[src/rtl/seg7_reader_pkg.sv]
// seg7_reader_pkg
//   Shared definitions for the seven-segment receive path.
//   - SEG_* : segment patterns, bit0 = seg1 .. bit6 = seg7. These are the same
//             values the letter encoder drives, so both ends use one table.
//   - SYM_* : recovered symbol codes, including SYM_UNKNOWN for anything else.
//   - state_e : encodings for the word-tracking FSM.
//   - seg_to_sym() : reverse lookup with the O position rule.
package seg7_reader_pkg;

  localparam logic [6:0] SEG_BLANK = 7'b0000000;
  localparam logic [6:0] SEG_R     = 7'b1110000;
  localparam logic [6:0] SEG_O     = 7'b0111111;
  localparam logic [6:0] SEG_G     = 7'b1101111;
  localparam logic [6:0] SEG_E     = 7'b1111001;
  localparam logic [6:0] SEG_L     = 7'b0111000;
  localparam logic [6:0] SEG_I     = 7'b0110000;

  localparam logic [3:0] SYM_BLANK   = 4'd0;
  localparam logic [3:0] SYM_R       = 4'd1;
  localparam logic [3:0] SYM_O_FIRST = 4'd2;
  localparam logic [3:0] SYM_G       = 4'd3;
  localparam logic [3:0] SYM_E       = 4'd4;
  localparam logic [3:0] SYM_L       = 4'd5;
  localparam logic [3:0] SYM_I       = 4'd6;
  localparam logic [3:0] SYM_O_LAST  = 4'd7;
  localparam logic [3:0] SYM_UNKNOWN = 4'd15;

  // Number of letters in "ROGELIO"; also the final seq_pos value.
  localparam logic [2:0] WORD_LEN = 3'd7;

  // ST_DONE holds seq_pos at 7 for exactly one cycle after the last letter,
  // then falls back to ST_IDLE.
  typedef enum logic [1:0] {
    ST_IDLE  = 2'd0,
    ST_MATCH = 2'd1,
    ST_DONE  = 2'd2
  } state_e;

  // The letter O appears twice in the word; the second one is only expected
  // after six letters have matched, so that is the only place it decodes as 7.
  function automatic logic [3:0] seg_to_sym(input logic [6:0] seg,
                                            input logic [2:0] seq_pos);
    logic [3:0] sym;
    unique case (seg)
      SEG_BLANK: sym = SYM_BLANK;
      SEG_R:     sym = SYM_R;
      SEG_O:     sym = (seq_pos == 3'd6) ? SYM_O_LAST : SYM_O_FIRST;
      SEG_G:     sym = SYM_G;
      SEG_E:     sym = SYM_E;
      SEG_L:     sym = SYM_L;
      SEG_I:     sym = SYM_I;
      default:   sym = SYM_UNKNOWN;
    endcase
    return sym;
  endfunction

endpackage

[src/rtl/seg7_reader_stabilizer.sv]
// seg7_reader_stabilizer
//   Samples the segment bus and raises a one-cycle accept strobe once a
//   pattern has been seen STABLE_CYCLES times in a row and differs from the
//   last pattern accepted.
// Ports
//   clk, rst_n     : clock, synchronous active-low reset
//   ena            : clock enable; low freezes all state
//   segments_in[7] : raw segment bus
//   sample_o[7]    : registered sample (the pattern being accepted)
//   accept_o       : strobe, valid in the cycle the acceptance edge follows
module seg7_reader_stabilizer #(
  parameter int STABLE_CYCLES = 4,
  parameter int STAB_W        = 3
) (
  input  logic       clk,
  input  logic       rst_n,
  input  logic       ena,
  input  logic [6:0] segments_in,
  output logic [6:0] sample_o,
  output logic       accept_o
);

  localparam logic [STAB_W-1:0] CNT_MAX = STAB_W'(STABLE_CYCLES - 1);

  logic [6:0]        s_q, s_d;
  logic [6:0]        last_q, last_d;
  logic [STAB_W-1:0] cnt_q, cnt_d;
  logic              run_q, run_d;   // current stable run already accepted
  logic              accept;

  always_comb begin
    // NOTE: every comb output gets a default first so no path leaves it
    // unassigned; that is what keeps this block from inferring latches.
    s_d    = s_q;
    last_d = last_q;
    cnt_d  = cnt_q;
    run_d  = run_q;
    accept = (cnt_q == CNT_MAX) && (s_q != last_q) && !run_q;
    if (ena) begin
      s_d = segments_in;
      if (accept) begin
        last_d = s_q;
        run_d  = 1'b1;
      end
      // A change starts a fresh run; it must override the accept above so a
      // new pattern arriving on the acceptance edge is still eligible.
      if (segments_in != s_q) begin
        cnt_d = '0;
        run_d = 1'b0;
      end else if (cnt_q != CNT_MAX) begin
        cnt_d = cnt_q + 1'b1;
      end
    end
  end

  // NOTE: the reset is sampled on the clock edge (synchronous), and all
  // state uses non-blocking assignments so every flop sees pre-edge values.
  always_ff @(posedge clk) begin
    if (!rst_n) begin
      s_q    <= '0;
      last_q <= '0;
      cnt_q  <= '0;
      run_q  <= 1'b0;
    end else begin
      s_q    <= s_d;
      last_q <= last_d;
      cnt_q  <= cnt_d;
      run_q  <= run_d;
    end
  end

  assign sample_o = s_q;
  assign accept_o = accept && ena;

endmodule

[src/rtl/seg7_reader.sv]
// seg7_reader
//   Loopback monitor for the seven-segment letter display. Debounces the
//   segment bus, decodes accepted patterns back to symbol codes and tracks
//   the "R-O-G-E-L-I-O" word.
// Ports
//   clk, rst_n      : clock, synchronous active-low reset
//   ena             : clock enable; low freezes state and masks pulses
//   segments_in[7]  : segment bus, bit0 = seg1 .. bit6 = seg7
//   symbol_valid    : one-cycle pulse per accepted symbol
//   symbol[4]       : last recovered code (holds between pulses)
//   seq_pos[3]      : letters of the word matched so far
//   word_done       : pulse with the seventh matched letter
//   seq_error       : pulse when an out-of-order symbol arrives mid-word
module seg7_reader
  import seg7_reader_pkg::*;
#(
  parameter int STABLE_CYCLES = 4,
  parameter int STAB_W        = 3
) (
  input  logic       clk,
  input  logic       rst_n,
  input  logic       ena,
  input  logic [6:0] segments_in,
  output logic       symbol_valid,
  output logic [3:0] symbol,
  output logic [2:0] seq_pos,
  output logic       word_done,
  output logic       seq_error
);

  logic [6:0] sample;
  logic       accept;
  logic [3:0] sym;
  logic       sym_match;

  state_e     state_q, state_d;
  logic [2:0] seq_pos_q, seq_pos_d;
  logic [3:0] symbol_q, symbol_d;
  logic       valid_q, valid_d;
  logic       done_q, done_d;
  logic       err_q, err_d;

  seg7_reader_stabilizer #(
    .STABLE_CYCLES (STABLE_CYCLES),
    .STAB_W        (STAB_W)
  ) u_stab (
    .clk         (clk),
    .rst_n       (rst_n),
    .ena         (ena),
    .segments_in (segments_in),
    .sample_o    (sample),
    .accept_o    (accept)
  );

  assign sym       = seg_to_sym(sample, seq_pos_q);
  // In MATCH with k letters seen, the next expected code is k+1.
  assign sym_match = (sym == ({1'b0, seq_pos_q} + 4'd1));

  // State register
  always_ff @(posedge clk) begin
    if (!rst_n) begin
      state_q   <= ST_IDLE;
      seq_pos_q <= '0;
      symbol_q  <= '0;
      valid_q   <= 1'b0;
      done_q    <= 1'b0;
      err_q     <= 1'b0;
    end else begin
      state_q   <= state_d;
      seq_pos_q <= seq_pos_d;
      symbol_q  <= symbol_d;
      valid_q   <= valid_d;
      done_q    <= done_d;
      err_q     <= err_d;
    end
  end

  // Next-state logic: the word tracker only moves on an accept, except for
  // the automatic DONE -> IDLE return one cycle after the last letter.
  always_comb begin
    state_d   = state_q;
    seq_pos_d = seq_pos_q;
    if (ena) begin
      if (state_q == ST_DONE) begin
        state_d   = ST_IDLE;
        seq_pos_d = '0;
      end
      if (accept) begin
        unique case (state_q)
          ST_IDLE, ST_DONE: begin
            if (sym == SYM_R) begin
              state_d   = ST_MATCH;
              seq_pos_d = 3'd1;
            end
          end
          ST_MATCH: begin
            if (sym_match) begin
              seq_pos_d = seq_pos_q + 3'd1;
              if (seq_pos_q + 3'd1 == WORD_LEN) state_d = ST_DONE;
            end else if (sym == SYM_R) begin
              seq_pos_d = 3'd1;     // restart the word
            end else begin
              state_d   = ST_IDLE;
              seq_pos_d = '0;
            end
          end
          default: begin
            state_d   = ST_IDLE;
            seq_pos_d = '0;
          end
        endcase
      end
    end
  end

  // Output logic: pulses are recomputed on every enabled edge and held while
  // the block is frozen (they are masked at the ports meanwhile).
  always_comb begin
    symbol_d = symbol_q;
    valid_d  = valid_q;
    done_d   = done_q;
    err_d    = err_q;
    if (ena) begin
      valid_d = accept;
      done_d  = accept && (state_q == ST_MATCH) && sym_match &&
                (seq_pos_q == WORD_LEN - 3'd1);
      err_d   = accept && (state_q == ST_MATCH) && !sym_match;
      if (accept) symbol_d = sym;
    end
  end

  assign symbol_valid = valid_q && ena;
  assign word_done    = done_q && ena;
  assign seq_error    = err_q && ena;
  assign symbol       = symbol_q;
  assign seq_pos      = seq_pos_q;

endmodule

[config.mk]
export PLATFORM = sky130hd
export DESIGN_NAME = seg7_reader
export DESIGN_NICKNAME = d
export VERILOG_FILES = /design/src/rtl/seg7_reader_pkg.sv /design/src/rtl/seg7_reader_stabilizer.sv /design/src/rtl/seg7_reader.sv
export SDC_FILE = /design/constraint.sdc
export NUM_CORES = 1
export LEC_CHECK = 0
export BUFFER_PORTS_ARGS = -buffer_cell sky130_fd_sc_hd__buf_2
export CORE_MARGIN = 3
export CORE_UTILIZATION = 49
export DETAILED_ROUTE_END_ITERATION = 6
export GPL_TIMING_DRIVEN = 0
export PLACE_DENSITY = 0.71
export SKIP_LAST_GASP = 1
export SYNTH_ARGS = -nofsm -noshare
export SYNTH_HDL_FRONTEND = slang
export SYNTH_SLANG_ARGS = --single-unit
[constraint.sdc]
create_clock -name clk -period 1.9 [get_ports clk]
set_input_delay 0.38 -clock clk [delete_from_list [all_inputs] [get_ports clk]]
set_output_delay 0.38 -clock clk [all_outputs]
set_load 0.03 [all_outputs]
Word-level counts from Yosys, hierarchy flattened
Cells that the tools add are included.
{ "word_totals": {"input_bits": 10, "regBits": 30, "output_inout_bits": 10} }
{ "op_classes": {"n_addsub": 3, "mux": 19, "reduce_logical": 21, "eq_ne": 16} }
{ "ops": {"columns": ["op", "count"], "rows": [
  ["case mux 4 bit (7 select lines)", 1],
  ["equality test 7 x 6 -> 1 bit (second input constant)", 3],
  ["equality test 7 bit (second input constant)", 3],
  ["2-to-1 mux 3 bit", 7],
  ["!= test 7 bit", 2],
  ["2-to-1 mux 2 bit", 6],
  ["logical AND 1 bit", 10],
  ["AND reduction 2 bit", 4],
  ["logical NOT 7 bit", 1],
  ["adder 3 x 1 -> 3 bit (second input constant)", 2],
  ["equality test 3 bit (second input constant)", 2],
  ["case mux 3 bit (2 select lines)", 1],
  ["adder 3 x 1 -> 4 bit (second input constant)", 1],
  ["equality test 4 x 1 -> 1 bit (second input constant)", 1],
  ["equality test 4 bit", 1],
  ["case mux 2 bit (2 select lines)", 1],
  ["nonzero test 2 bit", 2],
  ["equality test 3 x 2 -> 1 bit (second input constant)", 1],
  ["2-to-1 mux 1 bit", 3],
  ["!= test 3 x 2 -> 1 bit (second input constant)", 1],
  ["equality test 2 x 1 -> 1 bit (second input constant)", 1],
  ["equality test 2 bit (second input constant)", 1],
  ["logical NOT 1 bit", 2],
  ["logical NOT 2 bit", 1],
  ["OR reduction 2 bit", 1]
]} }

Logic depth before layout (Yosys ltp)
{ "depth": {"ltp_word": 8, "depth_mapped": 9, "depth_no_buf": 9} }

Hierarchy
Synthesis repeated with hierarchy kept, for this count alone.
{ "unflattened": {"cells_unflattened": 239, "hier_area_um2": 1944.4} }
{ "modules_own_cells": {"columns": ["module", "area_per_inst_um2", "n_inst", "cells_each", "seq_area_each_um2"], "rows": [
  ["seg7_reader", 1023.5, 1, 140, 240.2],
  ["seg7_reader_stabilizer", 920.9, 1, 99, 360.3]
]} }

Least setup slack after synthesis
OpenSTA, ideal clock, no wires.
{ "synth_path": {"path_kind": "register -> register", "from": "register seq_pos_q[0] (netlist: seq_pos[0])", "to": "register state_q[0]", "arrival_time_ns": 2.217, "stages_incl_launch_ff": 8, "t_required_ns": 1.769, "slack_ns": -0.448, "path_buffers": 0, "cell_sequence": "dfxtp_1 -> inv_1 -> ha_1 -> nand2b_1 -> or3_1 -> a221oi_4 -> and4bb_1 -> nor4_2"} }
{ "synth_via": {"elab_chain_len": 8, "word_cells_on_any_way": 14} }
{ "synth_rtl": {"columns": ["item", "line", "rtl"], "rows": [
  ["from (decl)", "seg7_reader.sv:37", "logic [2:0] seq_pos_q, seq_pos_d;"],
  ["from (signal assigned)", "seg7_reader.sv:70", "seq_pos_q <= seq_pos_d;"],
  ["equality test 3 bit", "seg7_reader_pkg.sv:47", "SEG_O: sym = (seq_pos == 3'd6) ? SYM_O_LAST : SYM_O_FIRST;"],
  ["2-to-1 mux 3 bit", "seg7_reader_pkg.sv:47", null],
  ["case mux 4 bit (7 select lines)", "seg7_reader_pkg.sv:44", "unique case (seg)"],
  ["equality test 4 x 1 -> 1 bit", "seg7_reader.sv:91, seg7_reader.sv:100", null],
  ["2-to-1 mux 2 bit", "seg7_reader.sv:100", "end else if (sym == SYM_R) begin"],
  ["2-to-1 mux 2 bit", "seg7_reader.sv:97", "if (sym_match) begin"],
  ["case mux 2 bit (2 select lines) *", "seg7_reader.sv:89", "unique case (state_q)"],
  ["2-to-1 mux 2 bit *", "seg7_reader.sv:88", "if (accept) begin"],
  ["to (signal assigned)", "seg7_reader.sv:69", "state_q <= state_d;"],
  ["to (decl)", "seg7_reader.sv:36", "state_e state_q, state_d;"]
]} }
Mark *: on every way between the ends. The rest lies on a longest branch, timed or not.
A chain may end at the register's enable or synchronous reset.

Worst setup path after layout
Ends and elaborated chain as after synthesis.

==> impl_metrics.csv <==
group,metric,value,unit
yosys,yosysSeqAreaShare,31.5,%
yosys,ys_types,64,
timing,timing.final.ws_setup,-0.245,ns
yosys,synth_nets,230,
setup_path,endpoint_kind,"flop",
clocking,cts_buffer_depth,2,
grt,grt-ovfl-total,0,
power,p_clk_share,37.1,%
setup_path,crit_buf_inv,1,
floorplan,die_y,68.4,um
grt,antenna_found_initial,0,
cells_and_area,fin_util,70.4,%
power,vdd_ir_drop_max,0.000482,V
floorplan,die_w,68.4,um
timing,finalMaxSlewViolations,0,
clocking,insertion_delay,0.29,ns
yosys,netlist.top_cell.by_area,"dfxtp_1",
yosys,synth_top_area_share,31.5,%
grt,grt_pass1_vias,1724,
place,io_buffers,18,
yosys,ys_top_cells_by_area,"dfxtp_1 32%, mux2i_1 7.9%, xor2_1 5.1%",
floorplan,num_rows,22,
setup_path,crit_family,"simple AND/OR/NAND/NOR gates",
power,p_switching,424,uW
clocking,cts-htree-levels,2,
routing,wl_per_cell,16.5,um
grt,grt_pass1_wl,7980,um
cells_and_area,nets,281,
clocking,clkTransAtPathRegs,0.07,ns
power,power_frac_seq,43.7,%
yosys,netlist_area,0.00191,mm2
timing,finalCritPeriodShare,113,%
setup_path,path_class,"flop to flop",
timing,holdWs,0.350,ns
place,place_congestion,0.857,
place,place_hpwl,3090,um
cells_and_area,n_fill_cell,275,
routing,first_pass_iters,4,
clocking,cts-root-buf,"clkbuf_8",
setup_path,crit_required,2.07,ns
grt,grt_max_degree,11,
timing,timing.setup.tns,-3.30,ns
power,swShare,28.5,%
power,p_leak,0.00108,uW
timing,relSlewSlack,65.2,%
cells_and_area,multi_input_area,0.00135,mm2
yosys,async_flop_share,0,%
yosys,synth_seq_cells,30,
routing,remaining_drc_errors,0,
floorplan,initial_core_util,51.3,%
yosys,synth_edf_count,0,
timing,worstMarginPinSlew,0.521,ns
timing,rsz0062_at_grt,"yes",
setup_path,worst_setup_path_start_kind,"flop",
yosys,synth_area_per_cell,8.86,um2
timing,fin_crit,2.15,ns
setup_path,cp_slowest_cell,"dfxtp_4",
cells_and_area,regArea,617,um2
yosys,ys.flop_type,"dfxtp_1",
timing,fin_worst_skew,0.00400,ns
outcome,status,"finished, violations left",
floorplan,die_area,0.00467,mm2
routing,final_antenna_net_count,0,
clocking,cts_tree,"done",
routing,num_vias,1788,
cells_and_area,areaGrowthSynthToFinish,37.2,%
setup_path,critical_path.max_stage_delay,0.39,ns
timing,hold_viol,0,
hold_path,min_path_type,"primary input to flop",
power,power.total,1490,uW
run,drv_cap,0,
clocking,holdBufCountCts,0,
outcome,violations,"negative setup slack",
yosys,yosys_warnings,0,
clocking,cts_buffers,5,
cells_and_area,num_antenna_cells,0,
floorplan,ios,20,
routing,drtIter0Drc,123,
timing,clock.fmax,466,MHz
clocking,clock-sinks,30,
yosys,synthCells,215,
routing,post_drt_via_cell_ratio,5.68,
power,cellPowerDensity,568,mW/mm2
routing,wl,5210,um
grt,grt_util_all_layers,23.2,%
timing,setup_viol_count_final,23,
power,pwr-share-comb,19.2,%
setup_path,crit_arrival,2.31,ns
setup_path,crit_chain,"clkinvlp_4 -> ha_4 -> nand2b_1 -> or3_1 -> a221oi_4 -> and4bb_1 -> nor4_2",
power,p_int,1060,uW
place,place_ws,-0.340,ns
cells_and_area,drive_gt1_share,41.6,%
floorplan,core,0.00372,mm2
setup_path,worst-path-max-fanout,6,
==> repair_timing <==
| item | 4_1_cts | 5_1_grt |
|---|---|---|
| gates resized for setup | 26 | 35 |
| buffers inserted | 20 | 6 |
| gates cloned | 2 | 0 |
| pin swaps | 16 | 23 |
| setup endpoints to repair | 19 | 26 |
==> per-stage QoR <==
step | cells | cell area (um2)
2_1_floorplan | 215 | 1930
3_3_place_gp | 281 | 2080
3_5_place_dp | 281 | 2080
4_1_cts | 311 | 2460
5_1_grt | 315 | 2620
6_report | 315 | 2620
==> tightest hold or removal path: cells and delay by family <==
kind	cells	cell delay, ns
AND/OR/NAND/NOR	1	0.07
buffers and inverters	1	0.09
multiplexers	1	0.06
==> state kept, by name, indices dropped and copies added (netlist names) <==
signal / count
symbol: 4
valid_q: 1
u_stab.sample_o: 7
seq_pos: 3
done_q: 1
u_stab.run_q: 1
u_stab.last_q: 7
state_q: 2
u_stab.cnt_q: 3
err_q: 1
==> worst paths after layout <==
check | startpoint | to | slack, ns | depth (start not counted)
setup / recovery | seq_pos[0] | state_q[0] | -0.25 | 7
hold / removal | segments_in[0] | u_stab.sample_o[0] | 0.35 | 3
setup reg to reg | seq_pos[0] | state_q[0] | -0.25 | 7
hold reg to reg | done_q | done_q | 0.47 | 2
==> area by class of cell <==
cell class              count  share of cell area (%)
repair buffers             45                    12.9
clock buffers               6                    3.16
well taps                  48                    2.30
clock inverters             2                   0.478
multi-input cells         162                    51.5
plain buffers              12                    4.50
inverters                  10                    1.58
flip-flops and latches     30                    23.6
==> cells in the final DEF (no fill, tap or decap), types with 4 or more instances in the layout <==
master     n
a21oi_1    4
and2_1     4
buf_2     18
buf_4     15
buf_6     17
clkbuf_8   7
dfxtp_1   23
dfxtp_2    4
ha_1       4
inv_1      7
mux2i_1   15
nand2_1   17
nand4_1    4
nor2_1    23
nor2b_1    6
xnor2_1    5
xor2_1     9
==> logic make-up (layout without fill, tap and decap cells) <==
group | count (synthesis) | in the layout | synth area share, %
buf+inv | 23 | 75 | 6.57
fa+ha+maj | 5 | 5 | 3.28
compound gates | 42 | 42 | 18.4
flops | 30 | 30 | 31.5
xor+xnor | 17 | 17 | 8.21
mux | 16 | 16 | 8.47
simple gates | 82 | 82 | 23.6
==> Yosys cell counts, drive strengths merged (2+ instances only) <==
master / number
a21o: 2
dfxtp: 30
mux2i: 15
o21a: 2
o31ai: 2
nand2b: 3
buf: 8
nor3b: 2
ha: 5
clkbuf: 5
nand3: 3
a21oi: 7
nand2: 18
nand4: 4
or2: 2
xnor2: 5
a211oi: 3
o22ai: 2
nor2: 26
inv: 10
xor2: 12
a31oi: 2
nor2b: 6
o21ai: 7
nor4: 4
and2: 4
or3: 3
==> power by group through the flow <==
stage	Combinational (uW)	Sequential, uW	Clock (uW)
global placement	204	658	0
floorplan	159	656	0
detailed placement	205	658	0
CTS	247	645	560
finish	285	649	552
global route	306	650	588
==> layer usage <==
| metal | track usage, % | vias to the layer above | part of all wire, % |
|---|---|---|---|
| li1 | - | 863 | - |
| met1 | 26.7 | 855 | 43 |
| met2 | 40.3 | 54 | 50 |
| met3 | 5.75 | 16 | 4.9 |
| met4 | 10.4 | 0 | 2.1 |
| met5 | 0 | - | 0 |
Note: power is estimated with default switching activity, not from simulation.
